File: src/rtl/reg_file_sb.sv
// reg_file_sb: parametrised register file with a per-register busy scoreboard.
//
// Provides DEPTH words of WIDTH bits, one write port and two registered read
// ports. A read whose address matches a same-cycle write returns the new data.
// The scoreboard marks a destination pending on reserve and idle on write.
//
// Ports:
//   CLK       rising-edge clock
//   Reset     asynchronous reset, active-low; clears all state
//   wr_en     write strobe; wr_addr / wr_data select target and value
//   rd0_addr  read port 0 address -> rd0_data (registered, 1-cycle latency)
//   rd1_addr  read port 1 address -> rd1_data (registered, 1-cycle latency)
//   busy0/1   combinational scoreboard state for rd0_addr / rd1_addr
//   rsv_en    reserve strobe; rsv_addr selects the destination
//   rsv_err   sticky flag: reserve hit an already-pending register
//
// Optional feature: define RFT_ZERO_REG_EN to hardwire register 0 to zero
// (writes and reserves to address 0 are dropped, busy for address 0 reads 0).

module reg_file_sb #(
    parameter int unsigned WIDTH  = 16,
    parameter int unsigned ADDR_W = 3,
    parameter int unsigned DEPTH  = 8
) (
    input  logic              CLK,
    input  logic              Reset,
    input  logic              wr_en,
    input  logic [ADDR_W-1:0] wr_addr,
    input  logic [WIDTH-1:0]  wr_data,
    input  logic [ADDR_W-1:0] rd0_addr,
    output logic [WIDTH-1:0]  rd0_data,
    input  logic [ADDR_W-1:0] rd1_addr,
    output logic [WIDTH-1:0]  rd1_data,
    output logic              busy0,
    output logic              busy1,
    input  logic              rsv_en,
    input  logic [ADDR_W-1:0] rsv_addr,
    output logic              rsv_err
);

    if (DEPTH != (1 << ADDR_W)) begin : g_bad_depth
        $error("reg_file_sb: DEPTH must equal 2**ADDR_W");
    end

    logic [WIDTH-1:0] mem_q [DEPTH];
    logic [DEPTH-1:0] busy_q, busy_d;
    logic [WIDTH-1:0] rd0_q, rd0_d;
    logic [WIDTH-1:0] rd1_q, rd1_d;
    logic             rsv_err_q, rsv_err_d;

    // Effective strobes after the optional zero-register filter.
    logic wr_eff;
    logic rsv_eff;

`ifdef RFT_ZERO_REG_EN
    assign wr_eff  = wr_en && (wr_addr != '0);
    assign rsv_eff = rsv_en && (rsv_addr != '0);
`else
    assign wr_eff  = wr_en;
    assign rsv_eff = rsv_en;
`endif

    always_comb begin
        busy_d    = busy_q;
        rsv_err_d = rsv_err_q;

        // Write retires the producer; a same-cycle reserve re-issues it, so it
        // is applied second and wins.
        if (wr_eff) begin
            busy_d[wr_addr] = 1'b0;
        end
        if (rsv_eff) begin
            busy_d[rsv_addr] = 1'b1;
            if (busy_q[rsv_addr] && !(wr_eff && (wr_addr == rsv_addr))) begin
                rsv_err_d = 1'b1;
            end
        end

        // Bypass: a same-cycle write is forwarded instead of the stale word.
        rd0_d = (wr_eff && (wr_addr == rd0_addr)) ? wr_data : mem_q[rd0_addr];
        rd1_d = (wr_eff && (wr_addr == rd1_addr)) ? wr_data : mem_q[rd1_addr];
    end

    always_ff @(posedge CLK or negedge Reset) begin
        if (!Reset) begin
            for (int i = 0; i < DEPTH; i++) begin
                mem_q[i] <= '0;
            end
            busy_q    <= '0;
            rd0_q     <= '0;
            rd1_q     <= '0;
            rsv_err_q <= 1'b0;
        end else begin
            if (wr_eff) begin
                mem_q[wr_addr] <= wr_data;
            end
            busy_q    <= busy_d;
            rd0_q     <= rd0_d;
            rd1_q     <= rd1_d;
            rsv_err_q <= rsv_err_d;
        end
    end

    // A same-cycle write clears the hazard, matching the bypass. With the zero
    // register enabled busy_q[0] is never set, so address 0 always reads idle.
    assign busy0 = busy_q[rd0_addr] && !(wr_en && (wr_addr == rd0_addr));
    assign busy1 = busy_q[rd1_addr] && !(wr_en && (wr_addr == rd1_addr));

    assign rd0_data = rd0_q;
    assign rd1_data = rd1_q;
    assign rsv_err  = rsv_err_q;

endmodule

File: config.mk
export PLATFORM = sky130hd
export DESIGN_NAME = reg_file_sb
export DESIGN_NICKNAME = d
export VERILOG_FILES = /design/src/rtl/reg_file_sb.sv
export SDC_FILE = /design/constraint.sdc
export NUM_CORES = 1
export LEC_CHECK = 0
export CAP_MARGIN = 40
export CORE_MARGIN = 4
export CORE_UTILIZATION = 36
export DETAILED_ROUTE_END_ITERATION = 8
export PLACE_DENSITY = 0.65
export SLEW_MARGIN = 20
export SYNTH_ARGS = -nofsm -noshare
export SYNTH_HDL_FRONTEND = slang
export SYNTH_SLANG_ARGS = --single-unit
File: constraint.sdc
create_clock -name CLK -period 2.2 [get_ports CLK]
set_input_delay 0.44 -clock CLK [delete_from_list [all_inputs] [get_ports CLK]]
set_output_delay 0.44 -clock CLK [all_outputs]
set_load 0.005 [all_outputs]
==> results of run 1 <==
-- sequential cells by signal (all words and copies together) (netlist names) --
register and flops:
mem_q 128, rd0_data 16, rd1_data 16, busy_q 8, rsv_err 1
-- what timing repair did --
action | CTS | global route
gates cloned | 0 | 0
endpoints found under the hold margin | 0 | 0
setup buffers | 4 | 0
pin swaps | 2 | 0
gates resized for setup | 21 | 0
setup endpoints to repair | 2 | 2
-- worst max path at each step --
stage | from | to | slack (ns) | cells past startpoint
finish | busy_q[5] | busy0 | -0.17 | 5
global route | busy_q[1] | busy1 | -0.23 | 5
CTS | busy_q[1] | busy1 | -0.17 | 5
detailed placement | rd0_addr[1] | busy0 | -0.56 | 5
global placement | rd0_addr[1] | busy0 | -0.53 | 5
floorplan | rd1_addr[1] | busy1 | 0.04 | 5
-- cell usage in the layout, fill, tap and decap left out, drive strengths merged --
cell type / n
nor3b: 2
o21a: 1
nand2: 8
and2: 2
xnor2: 9
nand2b: 3
clkinv: 4
o21ai: 4
mux2: 195
nand4: 4
nand4b: 3
clkbuf: 24
o22ai: 2
a32oi: 1
nor2: 1
dfrtp: 169
nand3: 1
nor3: 2
buf: 57
dlygate4sd2: 1
mux2i: 3
a41o: 1
clkdlybuf4s50: 60
mux4: 68
clkinvlp: 2
inv: 6
o32ai: 2
-- logic make-up after synthesis --
kind of cell | after synthesis
compound gates | 11
simple gates | 26
flops | 169
buf+inv | 58
xor+xnor | 9
mux | 266
-- cell usage after synthesis --
cell,instances
sky130_fd_sc_hd__a32oi_1,1
sky130_fd_sc_hd__a41o_1,1
sky130_fd_sc_hd__and2_1,2
sky130_fd_sc_hd__buf_1,16
sky130_fd_sc_hd__buf_2,12
sky130_fd_sc_hd__buf_4,2
sky130_fd_sc_hd__buf_6,11
sky130_fd_sc_hd__clkbuf_1,12
sky130_fd_sc_hd__dfrtp_1,169
sky130_fd_sc_hd__inv_1,5
sky130_fd_sc_hd__mux2_2,185
sky130_fd_sc_hd__mux2_4,10
sky130_fd_sc_hd__mux2i_1,3
sky130_fd_sc_hd__mux4_1,68
sky130_fd_sc_hd__nand2_1,8
sky130_fd_sc_hd__nand2b_1,3
sky130_fd_sc_hd__nand3_1,1
sky130_fd_sc_hd__nand4_1,3
sky130_fd_sc_hd__nand4_2,1
sky130_fd_sc_hd__nand4b_1,3
sky130_fd_sc_hd__nor2_1,1
sky130_fd_sc_hd__nor3_2,2
sky130_fd_sc_hd__nor3b_2,2
sky130_fd_sc_hd__o21a_1,1
sky130_fd_sc_hd__o21ai_0,4
sky130_fd_sc_hd__o22ai_1,2
sky130_fd_sc_hd__o32ai_1,2
sky130_fd_sc_hd__xnor2_1,9
-- critical path, cell delays in order, from the launching register on --
cell and delay (ns):
sky130_fd_sc_hd__dfrtp_1 0.39, sky130_fd_sc_hd__buf_4 0.15, sky130_fd_sc_hd__mux4_2 0.45, sky130_fd_sc_hd__mux2_4 0.26, sky130_fd_sc_hd__and2_4 0.16, sky130_fd_sc_hd__buf_6 0.11
-- layer usage --
layer	part of all wire	track usage	vias to the layer above
li1	-	-	2282
met1	0.44	0.2050	2740
met2	0.50	0.2765	114
met3	0.048	0.04021	23
met4	0.015	0.04087	2
met5	0.00057	0	-
-- through the flow --
stage	util	hold WS (ns)	power (mW)	instance area (um^2)
6_report	0.4394	0.01085	9.398	10720
5_1_grt	0.4394	0.04090	9.902	10720
4_1_cts	0.4394	0.02319	9.520	10720
3_5_place_dp	0.4164	0.4659	6.719	10160
3_3_place_gp	0.4164	0.4570	6.594	10160
2_1_floorplan	-	0.1444	5.722	8930
-- power by group through the flow --
stage / combinational, mW / clock, mW / sequential (mW)
2_1_floorplan: 1.54 / 0 / 4.18
5_1_grt: 2.66 / 2.90 / 4.34
3_3_place_gp: 2.36 / 0 / 4.23
6_report: 2.46 / 2.69 / 4.24
4_1_cts: 2.49 / 2.78 / 4.25
3_5_place_dp: 2.42 / 0 / 4.30
-- final cells by class --
| cell class | count | area, um^2 | share of cell area |
|---|---|---|---|
| Tap cell | 324 | 405.4 | 0.03782 |
| Multi-Input combinational cell | 312 | 4375 | 0.4082 |
| Clock buffer | 24 | 481.7 | 0.04495 |
| Clock inverter | 7 | 43.79 | 0.004086 |
| Sequential cell | 169 | 4229 | 0.3946 |
| Timing Repair Buffer | 118 | 1164 | 0.1086 |
| Inverter | 5 | 18.77 | 0.001751 |
==> impl_results.md, run 1 <==
- Switching power summed over all nets: 2.369 mW
- Highest clock rate: 422.5 MHz
- Clock tree sinks: 169
- Count of fill cells added during filler insertion: 2,173
- Min cycle time layout: 2.367 ns
- Leakage Power: 4.593 nW
- Bufs on Longest Clock Path: 2
- Worst relative slew slack: 0.5887
- Worst slew pin tran: 0.6169 ns
- Type of the worst setup path: register to primary output
- TritonCTS buffer count: 17
- Max-Cap Viols: 0
- Starting density of the core: 0.3661
- Synthesis warning total: 0
- Vias in the first global route: 5,728
- Via count: 5,161
- Area share of and/or/nand/nor cells after synthesis: 0.01934
- Die outline width: 165.5 um
- Core region area: 24,390 um^2
- Number of antenna violations at the first check in global routing: 1
- Setup TNS: -0.3316 ns
- Cell Rows: 57
- Combinational share of power: 0.262
- Finished Layout Cells: 959
- Kind of launch point of the worst setup path: register
- Net Count, Synth: 571
- Cell count after synthesis: 539
- Failing checks: negative setup slack
- Result of the run: complete, but fails checks
- Adder-cell area share of the yosys netlist: 0
- H-tree depth: 4
- Fraction of power spent switching nets: 0.2521
- Dominant combinational cell family by area after synthesis: multiplexers
- Area growth, synth to finish: 20.02%
- Setup-violating endpoint count in the final report: 2
- Peak fanout along the critical path: 2
- Wire length reported by the detailed router: 20.96 mm
- Final Hold Vio Count: 0
- Area share of the leading cell type in the synthesized netlist: 0.4736
- Setup repair after global routing missed its margin: true
- DRT antenna net count: 0
- Global-route wire length before repair: 32.84 mm
- Clock tree from TritonCTS: done
- Net count reported at finish: 655
- Count of cell types in the netlist: 28
- Setup slack after layout: -0.1670 ns
- Reg2Reg Launch Point: mem_q[33]
- # diodes: 0
- Total overflow reported by the global router: 0
- Fraction of layout cells with a size suffix above 1: 0.4567
- Multiplexer share of the synthesized area: 0.4536
- Pin count of the biggest net entering global routing: 63
- Clock skew: 0.007134 ns
- Routed via count divided by cell count: 5.382
- Reg-to-Reg End: rd0_data[1]
- Post-Syn Area: 8930 um^2
- Number of DRC markers in iteration 0: 223
- Overall die area: 27,390 um^2
- Post-cts hold buffer count: 0
- Worst min-delay path class: input pin to async pin
- Xor and xnor area share after synthesis: 0.008827
- Top post-synthesis cells by area: sky130_fd_sc_hd__dfrtp_1 47%, sky130_fd_sc_hd__mux2_2 23%, sky130_fd_sc_hd__mux4_1 20%, sky130_fd_sc_hd__mux2_4 1.7%, sky130_fd_sc_hd__buf_6 1.4%
- Insertion delay of the later-clocked pin in the worst-skew pair: 0.41 ns
- Reg2Reg Depth: 3
- Element type at the critical path end: primary output
- Critical Path AT: 1.93 ns
- Power Dens Cells: 876.8 nW/um^2
- Maximum ir drop on the vdd rail: 403.6 uV
- Period utilisation layout: 1.076
- Worst reg2reg setup slack: 0.61 ns
- Syn avg cell area: 16.57 um^2
- Data required, critical path: 1.76 ns
- Clock network fraction of total power: 0.286
- Cell internal pwr: 7.029 mW
- Clock root cell: sky130_fd_sc_hd__clkbuf_16
- Number of placed instances, taps included: 924
- Top-Level Pins: 67
- Share of the yosys chip area belonging to registers: 0.4736
- Remaining design rule violation count: 0
- Pre-CTS WS: -0.5583 ns
- Synthesis-stage register bit count: 169
- Global router's overall resource usage: 0.1611
- Final routed wire length divided by cell count: 21.86 um
- Port Buffers: 66
- Slew Limit Fails: 0
- TritonRoute pass-1 iters: 4
- GPL Wtd Cong: 0.7963
- Share of the synthesized area in compound gates (AO/OA/AOI/OAI): 0.008547
- Overall die height: 165.5 um
- Cell taking the most area after synthesis: sky130_fd_sc_hd__dfrtp_1
- Part of the total power dissipated in sequential elements: 0.451
- Clock slew seen by the registers of the worst setup and hold paths: 0.06 ns
- Detailed placement HPWL: 13.76 mm
Power figures use the tool's default switching activity.
==> inputs of run 2 (changes only) <==
- PLACE_DENSITY: 0.65 -> 0.63
- clock period: 2.2 -> 2.3 ns (I/O delays scaled with it)
==> impl_results.md, run 2 (synthesis results as in run 1) <==
- Cell Rows: 57
- Worst relative slew slack: 0.5825
- Most frequent standard cell in the layout excluding fill and tap cells: sky130_fd_sc_hd__mux2_2
- Bufs on Longest Clock Path: 2
- Peak fanout along the critical path: 3
- Detailed placement HPWL: 13.83 mm
- DRT antenna net count: 0
- Vias in the first global route: 5,725
- Remaining design rule violation count: 0
- Number of flip-flops under the largest register name: 128
- Slew Limit Fails: 0
- Setup slack after layout: -0.03916 ns
- Result of the run: complete, but fails checks
- Top-Level Pins: 67
- Pin count of the biggest net entering global routing: 48
- Overall die area: 27,390 um^2
- Setup repair after global routing missed its margin: true
- Number of DRC markers in iteration 0: 314
- H-tree depth: 4
- Critical path startpoint: busy_q[3]
- Highest clock rate: 427.5 MHz
- Worst path max stage delay: 0.47 ns
- Final Hold Slack: 0.4955 ns
- Max-Cap Viols: 0
- Die outline width: 165.5 um
- Leakage Power: 4.548 nW
- Worst slew pin tran: 0.6263 ns
- Via count: 5,227
- Clock slew seen by the registers of the worst setup and hold paths: 0.06 ns
- Min cycle time layout: 2.339 ns
- # diodes: 0
- Final routed wire length divided by cell count: 22.38 um
- Family with the most delay on the worst path: multiplexers
- Cell Chain, Critical Path: mux4_2 -> mux2_4 -> and2_4 -> buf_6
- Count of fill cells added during filler insertion: 2,196
- Critical Path AT: 1.88 ns
- Number of antenna violations at the first check in global routing: 1
- Area growth, synth to finish: 19.28%
- Overall die height: 165.5 um
- Clock skew: 0.01028 ns
- Reg2Reg Launch Point: mem_q[47]
- Reg with most FFs: mem_q
- Power Dens Cells: 849.8 nW/um^2
- TritonCTS buffer count: 17
- Data required, critical path: 1.84 ns
- Worst reg2reg setup slack: 0.70 ns
- Net count reported at finish: 652
- Starting density of the core: 0.3661
- Type of the worst setup path: register to primary output
- Final Hold Vio Count: 0
- Failing checks: negative setup slack
- Source of the worst hold timing path: rsv_err
- Maximum ir drop on the vdd rail: 444.2 uV
- Fraction of layout cells with a size suffix above 1: 0.4581
- Clock tree from TritonCTS: done
- Max stage delay cell, worst path: sky130_fd_sc_hd__mux4_2
- Period utilisation layout: 1.017
- GPL Wtd Cong: 0.8898
- Worst path buffer plus inverter count: 1
- TritonRoute pass-1 iters: 4
- Top library cells by usage in the layout, fill and taps aside: 183 x sky130_fd_sc_hd__mux2_2, 169 x sky130_fd_sc_hd__dfrtp_1, 64 x sky130_fd_sc_hd__mux4_1, 61 x sky130_fd_sc_hd__clkdlybuf4s50_1, 44 x sky130_fd_sc_hd__buf_4
- Insertion delay of the later-clocked pin in the worst-skew pair: 0.43 ns
- Setup-violating endpoint count in the final report: 2
- Wire length reported by the detailed router: 21.42 mm
- Routed via count divided by cell count: 5.462
- Core region area: 24,390 um^2
- Global router's overall resource usage: 0.1638
- Port Buffers: 66
- Post-layout total power: 9.052 mW
- Global-route wire length before repair: 33.32 mm
- Clock root cell: sky130_fd_sc_hd__clkbuf_16
- Total overflow reported by the global router: 0
- Element type at the critical path end: primary output
- Kind of launch point of the worst setup path: register
- Clock tree sinks: 169
- Worst min-delay path class: register to register
==> run 2: cell types whose count changed in the layout (fill, tap and decap cells not counted), moves of 2 or more <==
| cell | before | now |
|---|---|---|
| sky130_fd_sc_hd__buf_12 | 9 | 4 |
| sky130_fd_sc_hd__buf_4 | 41 | 44 |
| sky130_fd_sc_hd__buf_6 | 5 | 3 |
| sky130_fd_sc_hd__clkbuf_1 | 4 | 1 |
| sky130_fd_sc_hd__clkinv_2 | 4 | 2 |
| sky130_fd_sc_hd__clkinv_4 | 0 | 2 |
| sky130_fd_sc_hd__clkinvlp_4 | 2 | 5 |
| sky130_fd_sc_hd__inv_6 | 1 | 3 |
==> run 2: through the flow <==
step           TNS [ns]  std cells  area [um^2]    util  setup slack [ns]
2_1_floorplan         0        539         8930       -           0.09863
3_3_place_gp     -7.924        923        10090  0.4135           -0.4055
3_5_place_dp     -8.844        923        10090  0.4135           -0.4217
4_1_cts        -0.09564        957        10650  0.4367          -0.05702
5_1_grt         -0.2124        957        10650  0.4367           -0.1176
6_report       -0.06768        957        10650  0.4367          -0.03916
==> run 2: per-layer routing <==
| layer | vias up | GRT usage | wire length, um |
|---|---|---|---|
| li1 | 2284 | - | - |
| met1 | 2801 | 0.2099 | 9178 |
| met2 | 117 | 0.2830 | 10940 |
| met3 | 23 | 0.03574 | 1025 |
| met4 | 2 | 0.04199 | 261 |
| met5 | - | 0 | 8 |
==> run 2: final cells by class <==
| class | count | area [um^2] | area share |
|---|---|---|---|
| multi-input cells | 312 | 4375 | 0.4108 |
| flip-flops and latches | 169 | 4229 | 0.3970 |
| repair buffers | 115 | 1075 | 0.1009 |
| clock buffers | 20 | 456.7 | 0.04288 |
| well taps | 324 | 405.4 | 0.03806 |
| clock inverters | 12 | 91.34 | 0.008575 |
| inverters | 5 | 18.77 | 0.001762 |
==> run 2: report_power, final <==
part / switching, mW / internal (mW) / leakage (nW)
Sequential: 0.413 / 3.67 / 2.02
Clock: 1.22 / 1.45 / 0.255
Combinational: 0.739 / 1.57 / 2.27
==> run 2: path summary, 6_finish.rpt <==
check / endpoint / cells past startpoint
worst max-delay path: busy0 / 4
worst min-delay path: rsv_err / 1
worst max register to register: rd0_data[15] / 3
worst min register to register: rsv_err / 1
max in group asynchronous: mem_q[79] / 3
min in group asynchronous: mem_q[28] / 2
==> run 2: what timing repair did <==
action                                  4_1_cts  5_1_grt
pin swaps                                     1        0
resized for setup                            18        0
hold endpoints to repair                     39        0
gates cloned                                  0        0
endpoints found under the setup margin        2        2
hold buffers                                  1        0
buffers inserted                              1        0
